==> src/rtl/fanout_pkg.sv <==
// Shared constants, mode encoding and helpers for the fanout fork block.
package fanout_pkg;

  localparam int unsigned FANOUT_NUM_CH = 7;
  localparam int unsigned FANOUT_DATA_W = 16;
  localparam int unsigned FANOUT_DEPTH  = 2;

  typedef enum logic {
    FANOUT_EAGER = 1'b0,
    FANOUT_LAZY  = 1'b1
  } fanout_mode_e;

  // Saturating 16-bit increment used by the drop counter.
  function automatic logic [15:0] sat_inc16(input logic [15:0] v);
    return (v == 16'hFFFF) ? v : v + 16'd1;
  endfunction

endpackage

==> src/rtl/fanout_fork_if.sv <==
// Upstream token handshake plus per-channel downstream handshake of the fork.
interface fanout_fork_if
  import fanout_pkg::*;
#(
  parameter int unsigned NUM_CH = FANOUT_NUM_CH,
  parameter int unsigned DATA_W = FANOUT_DATA_W
);
  logic              in_valid;
  logic              in_ready;
  logic [DATA_W-1:0] in_data;
  logic [NUM_CH-1:0] in_sel;
  logic [NUM_CH-1:0] out_valid;
  logic [NUM_CH-1:0] out_ready;
  logic [DATA_W-1:0] out_data;

  // Producer/consumer side (drives tokens, consumes channels).
  modport master (
    output in_valid, in_data, in_sel, out_ready,
    input  in_ready, out_valid, out_data
  );

  // Fork side.
  modport slave (
    input  in_valid, in_data, in_sel, out_ready,
    output in_ready, out_valid, out_data
  );
endinterface

==> src/rtl/fanout_fifo.sv <==
// Input buffer for the fork: DEPTH-entry FIFO, no bypass, async-reset pointers.
module fanout_fifo
  import fanout_pkg::*;
#(
  parameter int unsigned WIDTH = FANOUT_DATA_W + FANOUT_NUM_CH,
  parameter int unsigned DEPTH = FANOUT_DEPTH
) (
  input  logic             CLK,
  input  logic             ASYNCRESET,
  input  logic             push,
  input  logic [WIDTH-1:0] wdata,
  input  logic             pop,
  output logic [WIDTH-1:0] rdata,
  output logic             full,
  output logic             empty
);
  localparam int unsigned AW = $clog2(DEPTH);
  localparam logic [AW:0] FULL_CNT = (AW+1)'(DEPTH);

  logic [WIDTH-1:0] mem_q [DEPTH];
  logic [AW-1:0]    wr_ptr_q, wr_ptr_d;
  logic [AW-1:0]    rd_ptr_q, rd_ptr_d;
  logic [AW:0]      count_q, count_d;
  logic             do_push, do_pop;

  assign full    = (count_q == FULL_CNT);
  assign empty   = (count_q == '0);
  assign do_push = push & ~full;
  assign do_pop  = pop & ~empty;
  assign rdata   = mem_q[rd_ptr_q];

  // Next pointer/occupancy; pointers wrap naturally since DEPTH is a power of two.
  always_comb begin
    wr_ptr_d = do_push ? wr_ptr_q + AW'(1) : wr_ptr_q;
    rd_ptr_d = do_pop  ? rd_ptr_q + AW'(1) : rd_ptr_q;
    count_d  = count_q;
    case ({do_push, do_pop})
      2'b10:   count_d = count_q + (AW+1)'(1);
      2'b01:   count_d = count_q - (AW+1)'(1);
      default: count_d = count_q;
    endcase
  end

  // Pointer and occupancy registers.
  always_ff @(posedge CLK or posedge ASYNCRESET) begin
    if (ASYNCRESET) begin
      wr_ptr_q <= '0;
      rd_ptr_q <= '0;
      count_q  <= '0;
    end else begin
      wr_ptr_q <= wr_ptr_d;
      rd_ptr_q <= rd_ptr_d;
      count_q  <= count_d;
    end
  end

  // Payload storage; contents need no reset since occupancy gates visibility.
  always_ff @(posedge CLK) begin
    if (do_push) mem_q[wr_ptr_q] <= wdata;
  end

endmodule

==> src/rtl/fanout_fork.sv <==
// Fans each buffered token out to its target channels, in EAGER or LAZY mode.
module fanout_fork
  import fanout_pkg::*;
#(
  parameter int unsigned NUM_CH = FANOUT_NUM_CH,
  parameter int unsigned DATA_W = FANOUT_DATA_W,
  parameter int unsigned DEPTH  = FANOUT_DEPTH
) (
  input  logic              CLK,
  input  logic              ASYNCRESET,
  input  logic              cfg_mode,
  input  logic [NUM_CH-1:0] cfg_en,
  fanout_fork_if.slave      bus,
  output logic [15:0]       drop_cnt,
  output logic              busy
);
  localparam int unsigned EW = DATA_W + NUM_CH;

  logic [EW-1:0]     wr_entry, head_entry;
  logic              fifo_full, fifo_empty;
  logic              head_valid, push, pop;
  logic [NUM_CH-1:0] head_tgt;
  logic [NUM_CH-1:0] done_q, done_d;
  logic [NUM_CH-1:0] fire, out_valid_d;
  logic              all_rdy;
  fanout_mode_e      mode_q, mode_eff;
  logic [15:0]       drop_q, drop_d;

  assign bus.in_ready = ~fifo_full & ~ASYNCRESET;
  assign push         = bus.in_valid & bus.in_ready;
  assign wr_entry     = {bus.in_data, bus.in_sel & cfg_en};
  assign head_valid   = ~fifo_empty;
  assign head_tgt     = head_entry[NUM_CH-1:0];
  assign bus.out_data = head_entry[EW-1:NUM_CH];
  assign bus.out_valid = out_valid_d;
  assign drop_cnt     = drop_q;
  assign busy         = head_valid;

  fanout_fifo #(
    .WIDTH(EW),
    .DEPTH(DEPTH)
  ) u_fifo (
    .CLK       (CLK),
    .ASYNCRESET(ASYNCRESET),
    .push      (push),
    .wdata     (wr_entry),
    .pop       (pop),
    .rdata     (head_entry),
    .full      (fifo_full),
    .empty     (fifo_empty)
  );

  // Per-channel presentation and pop decision for the head token.
  // A partially delivered head (done != 0) always finishes under EAGER rules,
  // so a mode flip mid-token cannot cause a channel to see it twice.
  always_comb begin
    mode_eff    = (done_q != '0) ? FANOUT_EAGER : mode_q;
    all_rdy     = &(~head_tgt | bus.out_ready);
    out_valid_d = '0;
    fire        = '0;
    pop         = 1'b0;
    done_d      = done_q;
    if (head_valid) begin
      case (mode_eff)
        FANOUT_LAZY: begin
          out_valid_d = all_rdy ? head_tgt : '0;
          pop         = all_rdy;
          done_d      = '0;
        end
        default: begin
          out_valid_d = head_tgt & ~done_q;
          fire        = out_valid_d & bus.out_ready;
          pop         = ((head_tgt & ~(done_q | fire)) == '0);
          done_d      = pop ? '0 : (done_q | fire);
        end
      endcase
    end
    drop_d = (pop && head_tgt == '0) ? sat_inc16(drop_q) : drop_q;
  end

  // Delivery tracking, mode register and drop counter.
  always_ff @(posedge CLK or posedge ASYNCRESET) begin
    if (ASYNCRESET) begin
      done_q <= '0;
      mode_q <= FANOUT_EAGER;
      drop_q <= '0;
    end else begin
      done_q <= done_d;
      mode_q <= cfg_mode ? FANOUT_LAZY : FANOUT_EAGER;
      drop_q <= drop_d;
    end
  end

endmodule

==> src/flat_wrapper.sv <==
// flat-port wrapper written by rule: the top's interface ports become plain ports
module fanout_fork_flat import fanout_pkg::*;
#(
  parameter int unsigned NUM_CH = FANOUT_NUM_CH,
  parameter int unsigned DATA_W = FANOUT_DATA_W,
  parameter int unsigned DEPTH  = FANOUT_DEPTH
)
  (CLK, ASYNCRESET, cfg_mode, cfg_en, drop_cnt, busy, bus_in_valid, bus_in_data, bus_in_sel, bus_out_ready, bus_in_ready, bus_out_valid, bus_out_data);
  fanout_fork_if #(.NUM_CH(NUM_CH), .DATA_W(DATA_W)) bus_i ();
  input  logic CLK;
  input  logic ASYNCRESET;
  input  logic cfg_mode;
  input  logic [NUM_CH-1:0] cfg_en;
  output logic [15:0] drop_cnt;
  output logic busy;
  input wire logic [$bits(bus_i.in_valid)-1:0] bus_in_valid;
  input wire logic [$bits(bus_i.in_data)-1:0] bus_in_data;
  input wire logic [$bits(bus_i.in_sel)-1:0] bus_in_sel;
  input wire logic [$bits(bus_i.out_ready)-1:0] bus_out_ready;
  output wire logic [$bits(bus_i.in_ready)-1:0] bus_in_ready;
  output wire logic [$bits(bus_i.out_valid)-1:0] bus_out_valid;
  output wire logic [$bits(bus_i.out_data)-1:0] bus_out_data;
  assign bus_i.in_valid = bus_in_valid;
  assign bus_i.in_data = bus_in_data;
  assign bus_i.in_sel = bus_in_sel;
  assign bus_i.out_ready = bus_out_ready;
  assign bus_in_ready = bus_i.in_ready;
  assign bus_out_valid = bus_i.out_valid;
  assign bus_out_data = bus_i.out_data;
  fanout_fork #(.NUM_CH(NUM_CH), .DATA_W(DATA_W), .DEPTH(DEPTH)) u_core (.CLK(CLK), .ASYNCRESET(ASYNCRESET), .cfg_mode(cfg_mode), .cfg_en(cfg_en), .bus(bus_i), .drop_cnt(drop_cnt), .busy(busy));
endmodule
==> config.mk <==
export PLATFORM = sky130hd
export DESIGN_NAME = fanout_fork_flat
export DESIGN_NICKNAME = d
export VERILOG_FILES = /design/src/rtl/fanout_pkg.sv /design/src/rtl/fanout_fork_if.sv /design/src/rtl/fanout_fifo.sv /design/src/rtl/fanout_fork.sv /design/src/flat_wrapper.sv
export SDC_FILE = /design/constraint.sdc
export NUM_CORES = 1
export LEC_CHECK = 0
export ABC_AREA = 0
export CAP_MARGIN = 40
export CORE_UTILIZATION = 49
export DETAILED_ROUTE_END_ITERATION = 7
export PLACE_DENSITY_LB_ADDON = 0.15
export SLEW_MARGIN = 40
export SYNTH_ARGS = -nofsm -noshare
export SYNTH_HDL_FRONTEND = slang
export SYNTH_SLANG_ARGS = --single-unit
==> constraint.sdc <==
create_clock -name CLK -period 3 [get_ports CLK]
set_input_delay 0.45 -clock CLK [delete_from_list [all_inputs] [get_ports CLK]]
set_output_delay 0.45 -clock CLK [all_outputs]
set_load 0.01 [all_outputs]
== After elaboration in Yosys (flattened, before gate mapping) ==
Memories as Yosys holds them, arrays and structs flattened.
Cells that the tools add are included.
Storage, ports and cells
  flip-flop bits (word level): 28
  bits in writable memories: 46
  input bits: 41
  logic and storage cells: 53
  memories: 1
Cells by class
  $add $sub $neg: 5
  equal/unequal tests: 4
  multiplexer cells: 12
  bitwise operators: 17
  reduce and logical (&&, ||, !) cells: 8
Memories
  u_core.u_fifo.mem_q: words 2, bits a word 23, rd ports 1, clocked after Yosys merged registers in 0, write ports 1, line fanout_fifo.sv:20  | logic [WIDTH-1:0] mem_q [DEPTH];
Operators with widths (number)
  $mux W7: 5
  $and A7 B7 Y7: 4
  $not A7 Y7: 3
  $add A16 B1 Y16 const B: 1
  $eq A16 B16 Y1 const B: 1
  $logic_not A7 Y1: 2
  $or A7 B7 Y7: 2
  $reduce_and A7 Y1: 1
  $reduce_bool A7 Y1: 1
  $mux W1: 6
  $and A1 B1 Y1: 4
  $eq A2 B2 Y1 const B: 2
  $not A1 Y1: 4
  $pmux W2 S2: 1
  $add A1 B1 Y1 const B: 2
  $add A2 B1 Y2 const B: 1
  $eq A2 B1 Y1 const B: 1
  $logic_not A2 Y1: 1
  $reduce_and A2 Y1: 1
  $reduce_bool A2 Y1: 1
  $sub A2 B1 Y2 const B: 1
  $logic_and A1 B1 Y1: 1

== Logic depth before layout (Yosys ltp) ==
  depth in word-level cells: 12
  gate-level depth with buffers: 11
  mapped depth without buffers: 8

== Hierarchy ==
From an unflattened synthesis, not the netlist that was laid out.
Second synthesis, totals
  cells, all modules: 227
  area, all modules: 3368.2 um^2
By module, submodules not included
  fanout_fifo: instances 1, cells an instance 91, area an instance 1963.1 um^2, sequential area each 1481.4 um^2
  fanout_fork: instances 1, cells an instance 136, area an instance 1405.1 um^2, sequential area each 600.6 um^2

== Least setup slack after synthesis ==
OpenSTA, ideal clock, no wires.
  path kind: register -> register
  start point: reg u_core.u_fifo.count_q[0]
  end point: mem u_core.u_fifo.mem_q[0][0] in the netlist's numbering (enable)
  setup time: 403 ps
  data arrival time: 1891 ps
  slack: 706 ps
  stages on the path, launching flop included: 5
  clock period less this slack: 2294 ps
  cells stage by stage: dfrtp_1 -> inv_1 -> a21oi_1 -> nand2_1 -> nor2_1
Between the ends
  cells in the longest elaborated chain, start to end: 7
RTL lines
  start, declared: line fanout_fifo.sv:23  | logic [AW:0] count_q, count_d;
  start signal, assigned: line fanout_fifo.sv:53  | count_q <= count_d;
  $eq A2 B2 Y1: line fanout_fifo.sv:26  | assign full = (count_q == FULL_CNT);
  $not A1 Y1: line fanout_fork.sv:29  | assign bus.in_ready = ~fifo_full & ~ASYNCRESET;
  $and A1 B1 Y1: line fanout_fork.sv:29
  named net bus_in_ready: line flat_wrapper.sv:20  | output wire logic [$bits(bus_i.in_ready)-1:0] bus_in_ready;
  $and A1 B1 Y1: line fanout_fork.sv:30  | assign push = bus.in_valid & bus.in_ready;
  $and A1 B1 Y1: line fanout_fifo.sv:28  | assign do_push = push & ~full;
  $mux W1: line fanout_fifo.sv:59  | if (do_push) mem_q[wr_ptr_q] <= wdata;
  $mux W1 (not written as such): line fanout_fifo.sv:59
  end, declared: line fanout_fifo.sv:20
The timed path passes the listed nets, and every way through them passes these cells.

== Final worst setup path ==
  start point: reg u_core.u_fifo.rd_ptr_q
  end point: out bus_out_valid[4]
Between the ends
  cells in the longest elaborated chain, start to end: 7
  elaborated cells on any way between the ends: 8
  classes of those cells: mux: 3; bitwise: 3; reduce/logical: 1; memory: 1
RTL lines
  start, declared: line fanout_fifo.sv:22  | logic [AW-1:0] rd_ptr_q, rd_ptr_d;
  start signal, assigned: line fanout_fifo.sv:52  | rd_ptr_q <= rd_ptr_d;
  $mem_v2 Z2 W23 (*)
  $not A7 Y7: line fanout_fork.sv:58  | all_rdy = &(~head_tgt | bus.out_ready);
  $or A7 B7 Y7: line fanout_fork.sv:58
  $reduce_and A7 Y1: line fanout_fork.sv:58
  $mux W7: line fanout_fork.sv:66  | out_valid_d = all_rdy ? head_tgt : '0;
  $mux W7 (*): line fanout_fork.sv:64  | case (mode_eff)
  $mux W7 (*): line fanout_fork.sv:63  | if (head_valid) begin
  end, declared: line flat_wrapper.sv:21  | output wire logic [$bits(bus_i.out_valid)-1:0] bus_out_valid;
Every way passes the cells marked *; elsewhere a longest branch is shown, timed or not.

==> impl_metrics.toml <==
[status]
status = "finished, final reports clean"

[synth]
synth_adder_area_share = 0.00779
synth_area_mm2 = 0.00321
synth_top_family_by_area = "simple AND/OR/NAND/NOR gates"
yosysTopAreaCellShare = 0.430
syn_area_per_cell_um2 = 13.9
synth-compound-area-share = 0.0483
synth_seq_cells = 74
syn_nets = 274
ys_warn_count = 0
yosysUniqueCellTypes = 38
muxShareOfSynthArea = 0.0962
synth-simple-area-share = 0.129
synth_top_area_cell = "edfxtp_1"
synth-xor-area-share = 0.0518
ys_seq_area_frac = 0.648
ys_top_cells_by_area = "edfxtp_1 (43%), dfrtp_1 (22%), mux2_2 (5.6%), xnor2_1 (4.6%), mux2i_1 (2.2%)"
syn_inst = 231

[place]
place_congestion = 0.875
place_inst = 396
portBuffers = 81
placed_cell_area_mm2 = 0.00417
hpwl_mm = 4.31

[timing]
period_needed_ns = 2.91
relSlewSlack = 0.620
slew_violations = 0
fin_crit_sh = 0.970
rsz0062_at_grt = "false"
max_slew.worst_pin.slew_ns = 0.569
finalHoldViolCount = 0
clock_skew_ns = 0.0111
timing.fmax_mhz = 344
setup_viol = 0
setup-tns-final_ns = 0

[worst_hold_path]
min_path_type = "input port to asynchronous set/reset pin"

[finish]
nets = 377
regArea_mm2 = 0.00208
area_growth_pct = 37.9
layout.cells.non_filler = 416
finalInstanceArea_mm2 = 0.00443
drive_gt1_frac = 0.180
n_fill_cell = 495
final_cell_mix = "clkdlybuf4s50_1 (75), edfxtp_1 (46), dfrtp_1 (27)"
n_antenna_cell = 0
final_common_cell = "clkdlybuf4s50_1"
multi_input_area_mm2 = 0.00109

[setup_path]
crit_required_ns = 2.55
end_kind = "output pin"
slowest_stage = "clkdlybuf4s50_1"
critical_path.cell_chain = "buf_2, buf_4, mux2i_2, nor2_1, nor4_2, o21ai_2, nor3_1, clkdlybuf4s50_1"
startpoint_type = "flop"
worst-path-max-fanout = 7
path_class = "flop to output pin"
slowest_delay_ns = 0.56
arrival_ns = 2.46

[global_routing]
grt_usage = 0.193
grt_pass1_vias = 2251
grt_pass1_wl_mm = 10.3
antenna_found_initial = 0
overflow = 0
grt_max_degree = 29

[floorplanning]
ios = 82
row_count = 29
die_w_um = 83.0
dieArea_mm2 = 0.00688
initial_utilization = 0.506
die_h_um = 83.0
core-area_mm2 = 0.00635

[power_and_ir_drop]
ir_drop_mv = 0.483
p_leak_nw = 1.74
power.density_mw_per_mm2 = 766

[clocking]
clkSlewWorstSetupHoldPaths_ns = 0.08
cts.sinks = 74
cts_root_buffer = "clkbuf_8"
tritoncts = "built"
worstSkewPairLatency_ns = 0.35
htree_levels = 3
cts_inserted_buffers = 9
cts_buffer_depth = 2

[route]
drt-pass1-iter-count = 4
wire_per_inst_um = 14.9
ant_nets = 0
vias = 2234
drc = 0
vias_per_cell = 5.37
drt_iter0_markers = 96
totalWireLength_mm = 6.19

[run]
max_cap_violations = 0
-- worst paths after layout --
kind                                            end  slack (ns)              startpoint  cells after the start
hold / removal             u_core.u_fifo.count_q[0]        0.49              ASYNCRESET                      3
setup reg to reg           u_core.u_fifo.count_q[1]        0.43  u_core.u_fifo.rd_ptr_q                     10
min in group CLK                 u_core.drop_cnt[9]        0.49      u_core.drop_cnt[9]                      1
setup / recovery                   bus_out_valid[4]        0.09  u_core.u_fifo.rd_ptr_q                      8
max in group asynchronous    u_core.u_fifo.rd_ptr_q        2.22              ASYNCRESET                      3
hold reg to reg                  u_core.drop_cnt[9]        0.49      u_core.drop_cnt[9]                      1
-- sequential cells by signal (all words and copies together), names as in the netlist --
| name | cells |
|---|---|
| u_core.u_fifo.mem_q | 46 |
| u_core.drop_cnt | 16 |
| u_core.done_q | 7 |
| u_core.u_fifo.count_q | 2 |
| u_core.mode_q | 1 |
| u_core.u_fifo.rd_ptr_q | 1 |
| u_core.u_fifo.wr_ptr_q | 1 |
-- routing by layer --
metal,GRT usage,share of wire
met5,0,0
met4,0.0940,0.018
met3,0.0626,0.072
met2,0.311,0.46
met1,0.234,0.45
-- report_power, final --
group,internal [mW],switching [mW],total [mW]
Clock,0.378,0.353,0.731
Sequential,1.27,0.121,1.39
Combinational,0.692,0.582,1.27
-- cell usage after synthesis (all sizes together) --
library cell	instances
edfxtp	46
dfrtp	28
mux2	20
nor2	18
xnor2	17
nand3	10
and2	9
nor3	9
inv	8
mux2i	8
a31oi	7
nand4	7
and3	6
nand2	5
buf	4
a21oi	3
a22oi	3
nor4	3
o22ai	3
and4	2
ha	2
nor4b	2
o211ai	2
o32a	2
or2	2
xor2	2
nor3b	1
o21ai	1
or4	1
-- through the flow --
| step | total power [mW] | util | hold slack, ns | setup slack (ns) |
|---|---|---|---|---|
| floorplan | 2.09 | - | 0.460 | 0.706 |
| global placement | 2.60 | 0.657 | 0.478 | 0.174 |
| detailed placement | 2.62 | 0.657 | 0.489 | 0.201 |
| CTS | 3.42 | 0.694 | 0.496 | 0.0552 |
| global route | 3.58 | 0.697 | 0.526 | 0.0254 |
| finish | 3.39 | 0.697 | 0.488 | 0.0903 |
-- kinds of logic (layout without fill, tap and decap cells) --
logic type | after synthesis | in the layout
flip-flops | 74 | 74
adder cells (fa/ha/maj) | 2 | 2
buffers and inverters | 12 | 120
AND/OR/NAND/NOR | 75 | 75
multiplexers | 28 | 28
AO/OA/AOI/OAI | 21 | 21
XOR/XNOR | 19 | 19
-- cell type report --
class	count	area share
sequential	74	0.470
multi-input combinational	145	0.246
clock buffer	10	0.0288
inverter	8	0.00678
timing repair buffer	96	0.213
clock inverter	6	0.0130
tap	77	0.0218
-- critical path: cells and delay by family (launching register included) --
kind | cells | cell delay (ns)
buf+inv | 3 | 0.86
compound gates | 1 | 0.15
flops | 1 | 0.43
simple gates | 3 | 0.47
mux | 1 | 0.20
-- what timing repair did --
action / CTS / global route
resized for setup: 5 / 7
hold buffers: 0 / 0
setup buffers: 4 / 0
setup endpoints to repair: 7 / 6
No activity file was read; power rests on OpenSTA's default activity.
